==> src/rtl/count_sequencer_pkg.sv <==
// Shared definitions for the count sequencer: run-control state encoding
// and a small helper for decoding the "busy" states.
package count_sequencer_pkg;

    localparam logic [1:0] S_IDLE = 2'd0;
    localparam logic [1:0] S_RUN  = 2'd1;
    localparam logic [1:0] S_HOLD = 2'd2;
    localparam logic [1:0] S_DONE = 2'd3;

    function automatic logic is_active(input logic [1:0] s);
        return (s == S_RUN) || (s == S_HOLD);
    endfunction

endpackage

==> src/rtl/count_datapath.sv <==
// WIDTH-bit count register with clear/load/increment controls and an
// equality compare against the terminal value for the sequencer FSM.
module count_datapath #(
    parameter int WIDTH = 4
) (
    input  logic             clk,
    input  logic             reset,
    input  logic             clear,
    input  logic             load,
    input  logic             inc,
    input  logic [WIDTH-1:0] load_val,
    input  logic [WIDTH-1:0] term_val,
    output logic [WIDTH-1:0] q,
    output logic             at_term
);

    // clear outranks load, which outranks increment; the increment wraps naturally
    always_ff @(posedge clk or negedge reset) begin
        if (!reset) begin
            q <= '0;
        end else if (clear) begin
            q <= '0;
        end else if (load) begin
            q <= load_val;
        end else if (inc) begin
            q <= q + 1'b1;
        end
    end

    assign at_term = (q == term_val);

endmodule

==> src/rtl/count_sequencer.sv <==
// Run-control sequencer: FSM, operand/mode latches and registered
// start_ack/done pulses around a count_datapath instance.
module count_sequencer
    import count_sequencer_pkg::*;
#(
    parameter int WIDTH = 4
) (
    input  logic             clk,
    input  logic             reset,
    input  logic             start,
    input  logic             stop,
    input  logic             hold,
    input  logic             auto_reload,
    input  logic [WIDTH-1:0] load_val,
    input  logic [WIDTH-1:0] term_val,
    output logic             start_ack,
    output logic [WIDTH-1:0] q,
    output logic             busy,
    output logic             done
);

    logic [1:0]       state, state_n;
    logic [WIDTH-1:0] op_load, op_load_n;
    logic [WIDTH-1:0] op_term, op_term_n;
    logic             reload_mode, reload_mode_n;
    logic             ack_n, done_n;
    logic             dp_clear, dp_load, dp_inc, at_term;
    logic [WIDTH-1:0] dp_load_val;

    count_datapath #(.WIDTH(WIDTH)) u_datapath (
        .clk      (clk),
        .reset    (reset),
        .clear    (dp_clear),
        .load     (dp_load),
        .inc      (dp_inc),
        .load_val (dp_load_val),
        .term_val (op_term),
        .q        (q),
        .at_term  (at_term)
    );

    // Priority stop > start > hold > count; terminal test uses q before the edge
    always_comb begin
        state_n       = state;
        op_load_n     = op_load;
        op_term_n     = op_term;
        reload_mode_n = reload_mode;
        dp_clear      = 1'b0;
        dp_load       = 1'b0;
        dp_inc        = 1'b0;
        dp_load_val   = op_load;
        ack_n         = 1'b0;
        done_n        = 1'b0;
        if (stop) begin
            state_n  = S_IDLE;
            dp_clear = 1'b1;
        end else begin
            case (state)
                S_IDLE, S_DONE: begin
                    if (start) begin
                        state_n       = S_RUN;
                        op_load_n     = load_val;
                        op_term_n     = term_val;
                        reload_mode_n = auto_reload;
                        dp_load       = 1'b1;
                        dp_load_val   = load_val;
                        ack_n         = 1'b1;
                    end
                end
                S_RUN: begin
                    if (hold) begin
                        state_n = S_HOLD;
                    end else if (at_term) begin
                        done_n = 1'b1;
                        if (reload_mode) begin
                            dp_load = 1'b1;
                        end else begin
                            state_n = S_DONE;
                        end
                    end else begin
                        dp_inc = 1'b1;
                    end
                end
                S_HOLD: begin
                    if (!hold) begin
                        state_n = S_RUN;
                    end
                end
                default: begin
                    state_n = S_IDLE;
                end
            endcase
        end
    end

    always_ff @(posedge clk or negedge reset) begin
        if (!reset) begin
            state       <= S_IDLE;
            op_load     <= '0;
            op_term     <= '0;
            reload_mode <= 1'b0;
            start_ack   <= 1'b0;
            done        <= 1'b0;
        end else begin
            state       <= state_n;
            op_load     <= op_load_n;
            op_term     <= op_term_n;
            reload_mode <= reload_mode_n;
            start_ack   <= ack_n;
            done        <= done_n;
        end
    end

    assign busy = is_active(state);

endmodule

==> config.mk <==
export PLATFORM = sky130hd
export DESIGN_NAME = count_sequencer
export DESIGN_NICKNAME = d
export VERILOG_FILES = /design/src/rtl/count_sequencer_pkg.sv /design/src/rtl/count_datapath.sv /design/src/rtl/count_sequencer.sv
export SDC_FILE = /design/constraint.sdc
export NUM_CORES = 1
export LEC_CHECK = 0
export CAP_MARGIN = 5
export CORE_MARGIN = 2
export CORE_UTILIZATION = 28
export CTS_CLUSTER_SIZE = 12
export DETAILED_ROUTE_END_ITERATION = 12
export DONT_BUFFER_PORTS = 1
export PLACE_DENSITY = 0.42
export SETUP_SLACK_MARGIN = 0.3
export SLEW_MARGIN = 0
export SYNTH_ARGS = -nofsm -noshare
export SYNTH_HDL_FRONTEND = slang
export SYNTH_SLANG_ARGS = --single-unit
export TNS_END_PERCENT = 1
==> constraint.sdc <==
create_clock -name clk -period 2.2 [get_ports clk]
set_input_delay 0.44 -clock clk [delete_from_list [all_inputs] [get_ports clk]]
set_output_delay 0.44 -clock clk [all_outputs]
set_load 0.03 [all_outputs]
-- Yosys cells after proc, flatten, opt, wreduce, memory -nomap -nowiden
Cells that the tools add are included.
- flip-flop bits (word level): 17
- output and inout port bits: 7
- logic and storage cells: 53
- bits of input ports: 14
- equality and inequality tests: 8
- bitwise gates (word level): 1
- reduce and logical (&&, ||, !) cells: 6
- mux-type cells: 30
- $add $sub $neg: 1
- operators by type and width (kind ; number):
    $mux 4 ; 6
    $mux 1 ; 16
    $mux 2 ; 6
    $ne 4x4->1 const B ; 2
    $ne 3x3->1 const B ; 2
    $pmux 2 s3 ; 1
    $add 4x1->4 const B ; 1
    $eq 2x2->1 const B ; 2
    $eq 4x4->1 ; 1
    $reduce_and 4->1 ; 1
    $reduce_and 3->1 ; 1
    $reduce_bool 3->1 ; 1
    $eq 2x1->1 const B ; 1
    $logic_not 2->1 ; 1
    $pmux 1 s2 ; 1
    $reduce_or 2->1 ; 1
    $logic_or 1x1->1 ; 1
    $not 1->1 ; 1

-- Depth between registers and ports, before layout
Gate-level depths: netlist (run 1).
- word-level depth: 8
- mapped depth: 7
- depth with buffers taken out: 7

-- Modules after synthesis
A second synthesis (run 1) with hierarchy kept.
- cells, all modules: 74
- area, all modules: 904.6 um2
- modules (own cells, without submodules) (module ; area an instance (um2) ; seq. area each (um2) ; times used ; cells each):
    count_sequencer ; 638.1 ; 325.3 ; 1 ; 47
    count_datapath ; 266.5 ; 100.1 ; 1 ; 27

-- Worst setup path before layout (run 1)
No wires, ideal clock.
- path type: register to register
- from: reg u_datapath.q[0]
- to: reg u_datapath.q[3]
- clock period less this slack: 2.003 ns
- cell stages (with the launch flop): 6
- required time: 2.134 ns
- arrival time: 1.938 ns
- buffers on the path: 0
- slack: 0.197 ns
- library setup time: 0.066 ns
- cells stage by stage: dfrtp_1 > xor2_1 > or4_4 > o22a_4 > o32ai_2 > o211a_1
- word-level cells in the longest chain between the ends: 7
- elaborated cells on any way between the ends: 14
- classes of those cells: 1 x add/sub; 1 x eq/ne; 11 x mux; 1 x reduce/logical
- ends and longest elaborated chain (element ; line ; text):
    start: declaration ; count_datapath.sv:13 ; output logic [WIDTH-1:0] q,
    start signal: assignment ; count_datapath.sv:24 ; q <= load_val;
    start signal: assignment ; count_datapath.sv:26 ; q <= q + 1'b1;
    $eq 4x4->1 ; count_datapath.sv:30 ; assign at_term = (q == term_val);
    $mux 1 ; count_sequencer.sv:73 ; end else if (at_term) begin
    $mux 1 ; count_sequencer.sv:71 ; if (hold) begin
    $pmux 1 s2 ; count_sequencer.sv:58 ; case (state)
    $mux 1 ; count_sequencer.sv:54 ; if (stop) begin
    $mux 4 ; count_datapath.sv:23 ; end else if (load) begin
    $mux 4 ; count_datapath.sv:21 ; end else if (clear) begin
Several ways; a longest one is shown, not always the timed one. The select of a mux whose other input is x is not followed.
A chain may end at the register's enable or synchronous reset.

-- Worst setup path after layout (run 1)
- from: reg op_term[2]
- to: reg u_datapath.q[3]
- word-level cells in the longest chain between the ends: 7
- elaborated cells on any way between the ends: 12
- classes of those cells: 1 x eq/ne; 10 x mux; 1 x reduce/logical
- ends and longest elaborated chain (element ; line ; text):
    start: declaration ; count_sequencer.sv:24 ; logic [WIDTH-1:0] op_term, op_term_n;
    start signal: assignment ; count_sequencer.sv:107 ; op_term <= op_term_n;
    $eq 4x4->1 (*) ; count_datapath.sv:30 ;
    $mux 1 ; count_sequencer.sv:73 ;
    $mux 1 ; count_sequencer.sv:71 ;
    $pmux 1 s2 ; count_sequencer.sv:58 ;
    $mux 1 ; count_sequencer.sv:54 ;
    $mux 4 ; count_datapath.sv:23 ;
    $mux 4 ; count_datapath.sv:21 ;
Every way passes the cells marked *; elsewhere a longest branch is shown, timed or not.

==> run_results.csv, run 1 <==
group,metric,value,unit
route,drc_errors,0,
route,drt-initial-drc-count,22,
layout,final_common_cell,"dfrtp_1",
yosys,synth_nets,98,
timing,finalMaxSlewViolations,0,
route,wl_per_cell,16.18,µm
clock_network,cts_buffers,3,
yosys,synth-compound-area-share,16.73,%
layout,n_fill_cell,331,
global_routing,grt_start_max_net_pins,18,
global_routing,grtUsageTotal,13.35,%
layout,antenna_cells,0,
outcome,status,"completed",
clock_network,cts.sinks,17,
timing,worst_pin_slew,0.8270,ns
yosys,synth_top_area_share,45.88,%
place,post-place-cells,129,
floorplan,die_w,61.55,µm
floorplan,io-pin-count,21,
timing,rsz0062_at_grt,"yes",
critical_path,endpoint_kind,"flop",
critical_path,crit_required,2.44,ns
clock_network,cts_root_buffer,"clkbuf_4",
global_routing,grt_pass1_wl,3567,µm
pwr,p_total,1.616,mW
clock_network,cts_tree,"built",
critical_path,cp.arrival,2.12,ns
pwr,internal-power,0.9134,mW
floorplan,core,3103,µm²
yosys,synthAdderAreaFrac,5.398,%
hold_path,holdCritPathClass,"input port to flop",
yosys,yosys-top-cells-area,"dfrtp_1, mux2_2, ha_1, xor2_1, mux2i_1",
timing,fmax,530.2,MHz
route,via_per_inst,4.750,
route,dr.pass1.iters,3,
yosys,ys_ff_latch,17,
yosys,syn-cell-area,927.1,µm²
timing,relSlewSlack,44.69,%
floorplan,rows,20,
pwr,p_per_area,1431,nW/µm²
route,drt_wl_total,2201,µm
critical_path,critPathMaxFanout,6,
global_routing,gr-total-overflow,0,
yosys,synth_area_per_cell,11.59,µm²
layout,final_nets,111,
yosys,ys_types,33,
layout,drive_gt1_share,40.22,%
yosys,synth_top_family_by_area,"compound AO/OA/AOI/OAI gates",
clock_network,clockBufferDepth,2,
clock_network,h-tree-depth,1,
yosys,synthSimpleGateAreaFrac,11.74,%
timing,period_share,85.73,%
yosys,muxShareOfSynthArea,13.09,%
floorplan,die_area,3788,µm²
global_routing,antenna_found_initial,0,
timing,setup_viol,0,
layout,stdcell_area,1130,µm²
clock_network,insertion_delay,0.29,ns
pwr,worst_ir_drop_vdd,303.4,µV
yosys,ys_warn_count,0,
timing,skew,0.005053,ns
critical_path,critPathLaunchType,"flop",
yosys,seq_area_frac_synth,45.88,%
place,dp_hpwl,1632,µm
timing,setup-tns-final,0,ns
pwr,power_switching,0.7030,mW
pwr,sw_frac_of_total,43.49,%
global_routing,grt_pass1_vias,716,
clock_network,clk_pin_slew,0.11,ns
yosys,synth_area_leader_cell,"dfrtp_1",
layout,syn2layout_area_growth,21.86,%
critical_path,r2r_setup_slack,0.31,ns
timing,hold_viol,0,
place,dpl_cell_area,1036,µm²
pwr,seqPwrFrac,33.7,%
layout,instances_no_fill,136,
yosys,syn_inst,80,
pwr,p_comb_share,55.6,%
layout,final_core_util,36.41,%
yosys,synth_xor_area_share,4.723,%
place,port_buffers,0,
place,gp_congestion,0.6945,
layout,most-common-layout-cells,"dfrtp_1, mux2_2, buf_4, inv_1, nand2_1",
pwr,power.leakage,0.4802,nW
run,drv_cap,0,
route,final_antenna_net_count,0,
critical_path,path_class,"flop to flop",
timing,period_needed,1.886,ns
route,num_vias,646,
pwr,clkPwrFrac,10.7,%
floorplan,initial_core_util,29.88,%
floorplan,dieHeight,61.55,µm
## final cells by class
class	instances	area (µm²)	area share (%)
multi-input cells	57	528.0	46.73
well taps	44	55.05	4.873
inverters	5	18.77	1.661
clock inverters	1	5.005	0.4430
flip-flops and latches	17	430.4	38.10
repair buffers	9	70.07	6.202
clock buffers	3	22.52	1.993
## critical path: stages, from the launching register on
cell     delay [ns]
dfrtp_1        0.41
xor2_1         0.18
or4_4          0.57
o22a_4         0.24
o32ai_2        0.25
o211a_1        0.18
## cells by family after synthesis
family	after synthesis
multiplexers	11
adder cells (fa/ha/maj)	4
AO/OA/AOI/OAI	17
buffers and inverters	6
XOR/XNOR	5
AND/OR/NAND/NOR	20
flip-flops	17
## cells in the mapped netlist
| cell | instances |
|---|---|
| dfrtp_1 | 17 |
| mux2_2 | 9 |
| inv_1 | 5 |
| nand2_1 | 5 |
| xor2_1 | 5 |
| ha_1 | 4 |
| nor2_1 | 4 |
| a21oi_1 | 3 |
| mux2i_1 | 2 |
| nor2b_1 | 2 |
| nor3_1 | 2 |
| a311oi_1 | 1 |
| a31oi_1 | 1 |
| and3_1 | 1 |
| and3b_1 | 1 |
| clkbuf_1 | 1 |
| nand4_1 | 1 |
| nor2_2 | 1 |
| nor3b_1 | 1 |
| o211a_1 | 1 |
| o21a_1 | 1 |
| o21ai_0 | 1 |
| o21ai_1 | 1 |
| o221a_1 | 1 |
| o221a_2 | 1 |
| o221ai_1 | 1 |
| o22a_4 | 1 |
| o31ai_1 | 1 |
| o32ai_1 | 1 |
| o32ai_2 | 1 |
| o41ai_2 | 1 |
| or3_1 | 1 |
| or4_4 | 1 |
## flip-flops by register name (all words and copies together), names as in the netlist
signal        cells
op_term           4
start_ack         1
u_datapath.q      4
op_load           4
state             2
reload_mode       1
done              1
## layer usage
metal	part of all wire, %	GRT usage [%]	up-vias
li1	-	-	319
met1	45	17.16	316
met2	48	20.30	9
met3	6.2	4.832	2
met4	0.86	5.471	0
met5	0	0	-
## through the flow
stage,hold slack [ns],setup WS [ns]
after global placement,0.1449,0.2974
after global routing,0.1828,0.2350
final,0.2001,0.3140
after detailed placement,0.1450,0.2926
after CTS,0.1871,0.3019
after floorplan,0.1444,0.2853
## path summary, 6_finish.rpt
path                            startpoint              end  depth (start not counted)
worst max-delay path            op_term[2]  u_datapath.q[3]                          5
worst min-delay path                  stop         state[0]                          1
worst max register to register  op_term[2]  u_datapath.q[3]                          5
worst min register to register  op_load[3]       op_load[3]                          1
max in group asynchronous            reset  u_datapath.q[2]                          1
min in group asynchronous            reset       op_term[0]                          1
## timing repair
action,CTS,global route
gates resized for setup,2,5
endpoints found under the hold margin,17,0
pin swaps,1,0
setup endpoints to repair,2,12
hold buffers,1,0
cloned,0,0
setup buffers,1,1
## power groups by stage
stage          Clock (mW)  Combinational, mW  Sequential, mW
5_1_grt             0.199              0.987           0.560
6_report            0.173              0.899           0.544
2_1_floorplan           0              0.570           0.603
3_3_place_gp            0              0.812           0.553
3_5_place_dp            0              0.815           0.555
4_1_cts             0.182              0.849           0.547
Power figures use the tool's default switching activity.
==> run 2, diff against run 1 <==
--- a/config.mk
+++ b/config.mk
@@ -7,13 +7,12 @@
 export LEC_CHECK = 0
 export CAP_MARGIN = 5
 export CORE_MARGIN = 2
-export CORE_UTILIZATION = 28
+export CORE_UTILIZATION = 45
 export CTS_CLUSTER_SIZE = 12
 export DETAILED_ROUTE_END_ITERATION = 12
 export DONT_BUFFER_PORTS = 1
-export PLACE_DENSITY = 0.42
+export PLACE_DENSITY = 0.61
 export SETUP_SLACK_MARGIN = 0.3
-export SLEW_MARGIN = 0
 export SYNTH_ARGS = -nofsm -noshare
 export SYNTH_HDL_FRONTEND = slang
 export SYNTH_SLANG_ARGS = --single-unit
==> run_results.csv, run 2 (synthesis results as in run 1) <==
group,metric,value,unit
timing,hold_viol,0,
clock_network,h-tree-depth,1,
global_routing,grt_pass1_wl,3236,µm
layout,syn2layout_area_growth,21.19,%
timing,period_share,85.72,%
route,drt_wl_total,2014,µm
pwr,worst_ir_drop_vdd,694.7,µV
timing,skew,0.01063,ns
floorplan,die_area,2439,µm²
critical_path,path_cells,"inv_1 -> ha_1 -> or3_4 -> o22a_4 -> o32ai_2 -> o211a_1",
route,num_vias,706,
global_routing,grtUsageTotal,17.90,%
critical_path,endpoint_kind,"flop",
timing,fmax,530.2,MHz
floorplan,initial_core_util,47.26,%
global_routing,grt_start_max_net_pins,18,
clock_network,clk_pin_slew,0.11,ns
global_routing,gr-total-overflow,0,
clock_network,insertion_delay,0.30,ns
route,via_per_inst,5.835,
floorplan,io-pin-count,21,
route,dr_wl_met2,956,µm
timing,worst_pin_slew,0.7723,ns
place,port_buffers,0,
pwr,p_comb_share,55.9,%
pwr,power_switching,0.7105,mW
hold_path,holdCritPathClass,"input port to flop",
global_routing,antenna_found_initial,0,
route,drt-initial-drc-count,27,
layout,most-common-layout-cells,"dfrtp_1, buf_4, mux2_2, inv_1",
global_routing,grt_pass1_vias,705,
timing,setup_viol,0,
layout,final_nets,113,
route,wl_per_cell,16.64,µm
timing,setup-tns-final,0,ns
clock_network,cts_root_buffer,"clkbuf_4",
pwr,power.leakage,0.4830,nW
critical_path,critPathLaunchType,"flop",
critical_path,crit_path_max_incr_delay,0.42,ns
run,drv_cap,0,
timing,rsz0062_at_grt,"yes",
critical_path,worst_path_max_delay_cell,"dfrtp_1",
floorplan,core,1962,µm²
pwr,clkPwrFrac,10.9,%
timing,relSlewSlack,48.34,%
route,topRoutingLayerUsed,"met4",
pwr,sw_frac_of_total,43.10,%
layout,antenna_cells,0,
critical_path,critPathMaxFanout,5,
floorplan,dieHeight,49.39,µm
floorplan,rows,16,
layout,reg_top3,"op_load (4), op_term (4), u_datapath.q (4)",
critical_path,cp.arrival,2.13,ns
timing,finalMaxSlewViolations,0,
pwr,internal-power,0.9379,mW
route,dr.pass1.iters,4,
layout,drive_gt1_share,41.49,%
clock_network,cts.sinks,17,
route,drc_errors,0,
pwr,seqPwrFrac,33.2,%
layout,final_common_cell,"dfrtp_1",
place,gp_congestion,0.7655,
timing,period_needed,1.886,ns
pwr,p_per_area,1467,nW/µm²
critical_path,crit_required,2.45,ns
critical_path,path_class,"flop to flop",
clock_network,cts_buffers,3,
place,dp_hpwl,1464,µm
outcome,status,"completed",
floorplan,die_w,49.39,µm
route,wl_met3,126,µm
pwr,p_total,1.648,mW
route,wl_met1,877,µm
route,final_antenna_net_count,0,
clock_network,cts_tree,"built",
clock_network,clockBufferDepth,2,
## run 2: power groups by stage
stage | clock network, mW | logic [mW] | registers (mW)
final | 0.180 | 0.921 | 0.547
after floorplan | 0 | 0.570 | 0.603
after CTS | 0.182 | 0.875 | 0.543
after detailed placement | 0 | 0.807 | 0.553
after global placement | 0 | 0.785 | 0.552
after global routing | 0.201 | 1.01 | 0.568
## run 2: final timing paths
check,from,to,slack [ns],depth (start not counted)
worst min register to register,op_load[0],op_load[0],0.51,1
min in group asynchronous,reset,op_term[1],0.64,1
worst max register to register,state[0],u_datapath.q[3],0.31,6
worst min-delay path,stop,start_ack,0.19,1
worst max-delay path,state[0],u_datapath.q[3],0.31,6
max in group asynchronous,reset,u_datapath.q[0],1.03,1
## run 2: through the flow
stage | utilization [%] | cells | hold slack (ns) | cell area, µm² | worst slack, ns
2_1_floorplan | - | 80 | 0.1444 | 939.7 | 0.2853
3_3_place_gp | 51.72 | 112 | 0.1448 | 1015 | 0.3043
3_5_place_dp | 51.72 | 112 | 0.1450 | 1015 | 0.2729
4_1_cts | 55.29 | 120 | 0.1943 | 1085 | 0.2904
5_1_grt | 57.27 | 121 | 0.1655 | 1124 | 0.2428
6_report | 57.27 | 121 | 0.1871 | 1124 | 0.3141
## run 2: critical path, delay by kind of cell (launching register included)
kind | cells | cell delay [ns]
buf+inv | 1 | 0.08
fa+ha+maj | 1 | 0.24
simple gates | 1 | 0.41
compound gates | 3 | 0.69
flops | 1 | 0.42
## run 2: what timing repair did
action | CTS | global route
resized for setup | 1 | 6
hold buffers | 1 | 0
hold endpoints to repair | 17 | 0
setup buffers | 3 | 1
pin swaps | 3 | 2
setup endpoints to repair | 2 | 10
gates cloned | 0 | 0
## run 2: area by class of cell
type | instances | area, µm²
timing repair buffer | 11 | 85.08
clock inverter | 1 | 7.507
sequential | 17 | 430.4
tap | 27 | 33.78
clock buffer | 3 | 22.52
multi-input combinational | 57 | 525.5
inverter | 5 | 18.77
fill | 182 | 838.3
## run 2: layer usage
| layer | GRT usage, % | up-vias |
|---|---|---|
| li1 | - | 325 |
| met1 | 22.44 | 345 |
| met2 | 28.15 | 29 |
| met3 | 5.521 | 7 |
| met4 | 8.333 | 0 |
| met5 | 0 | - |
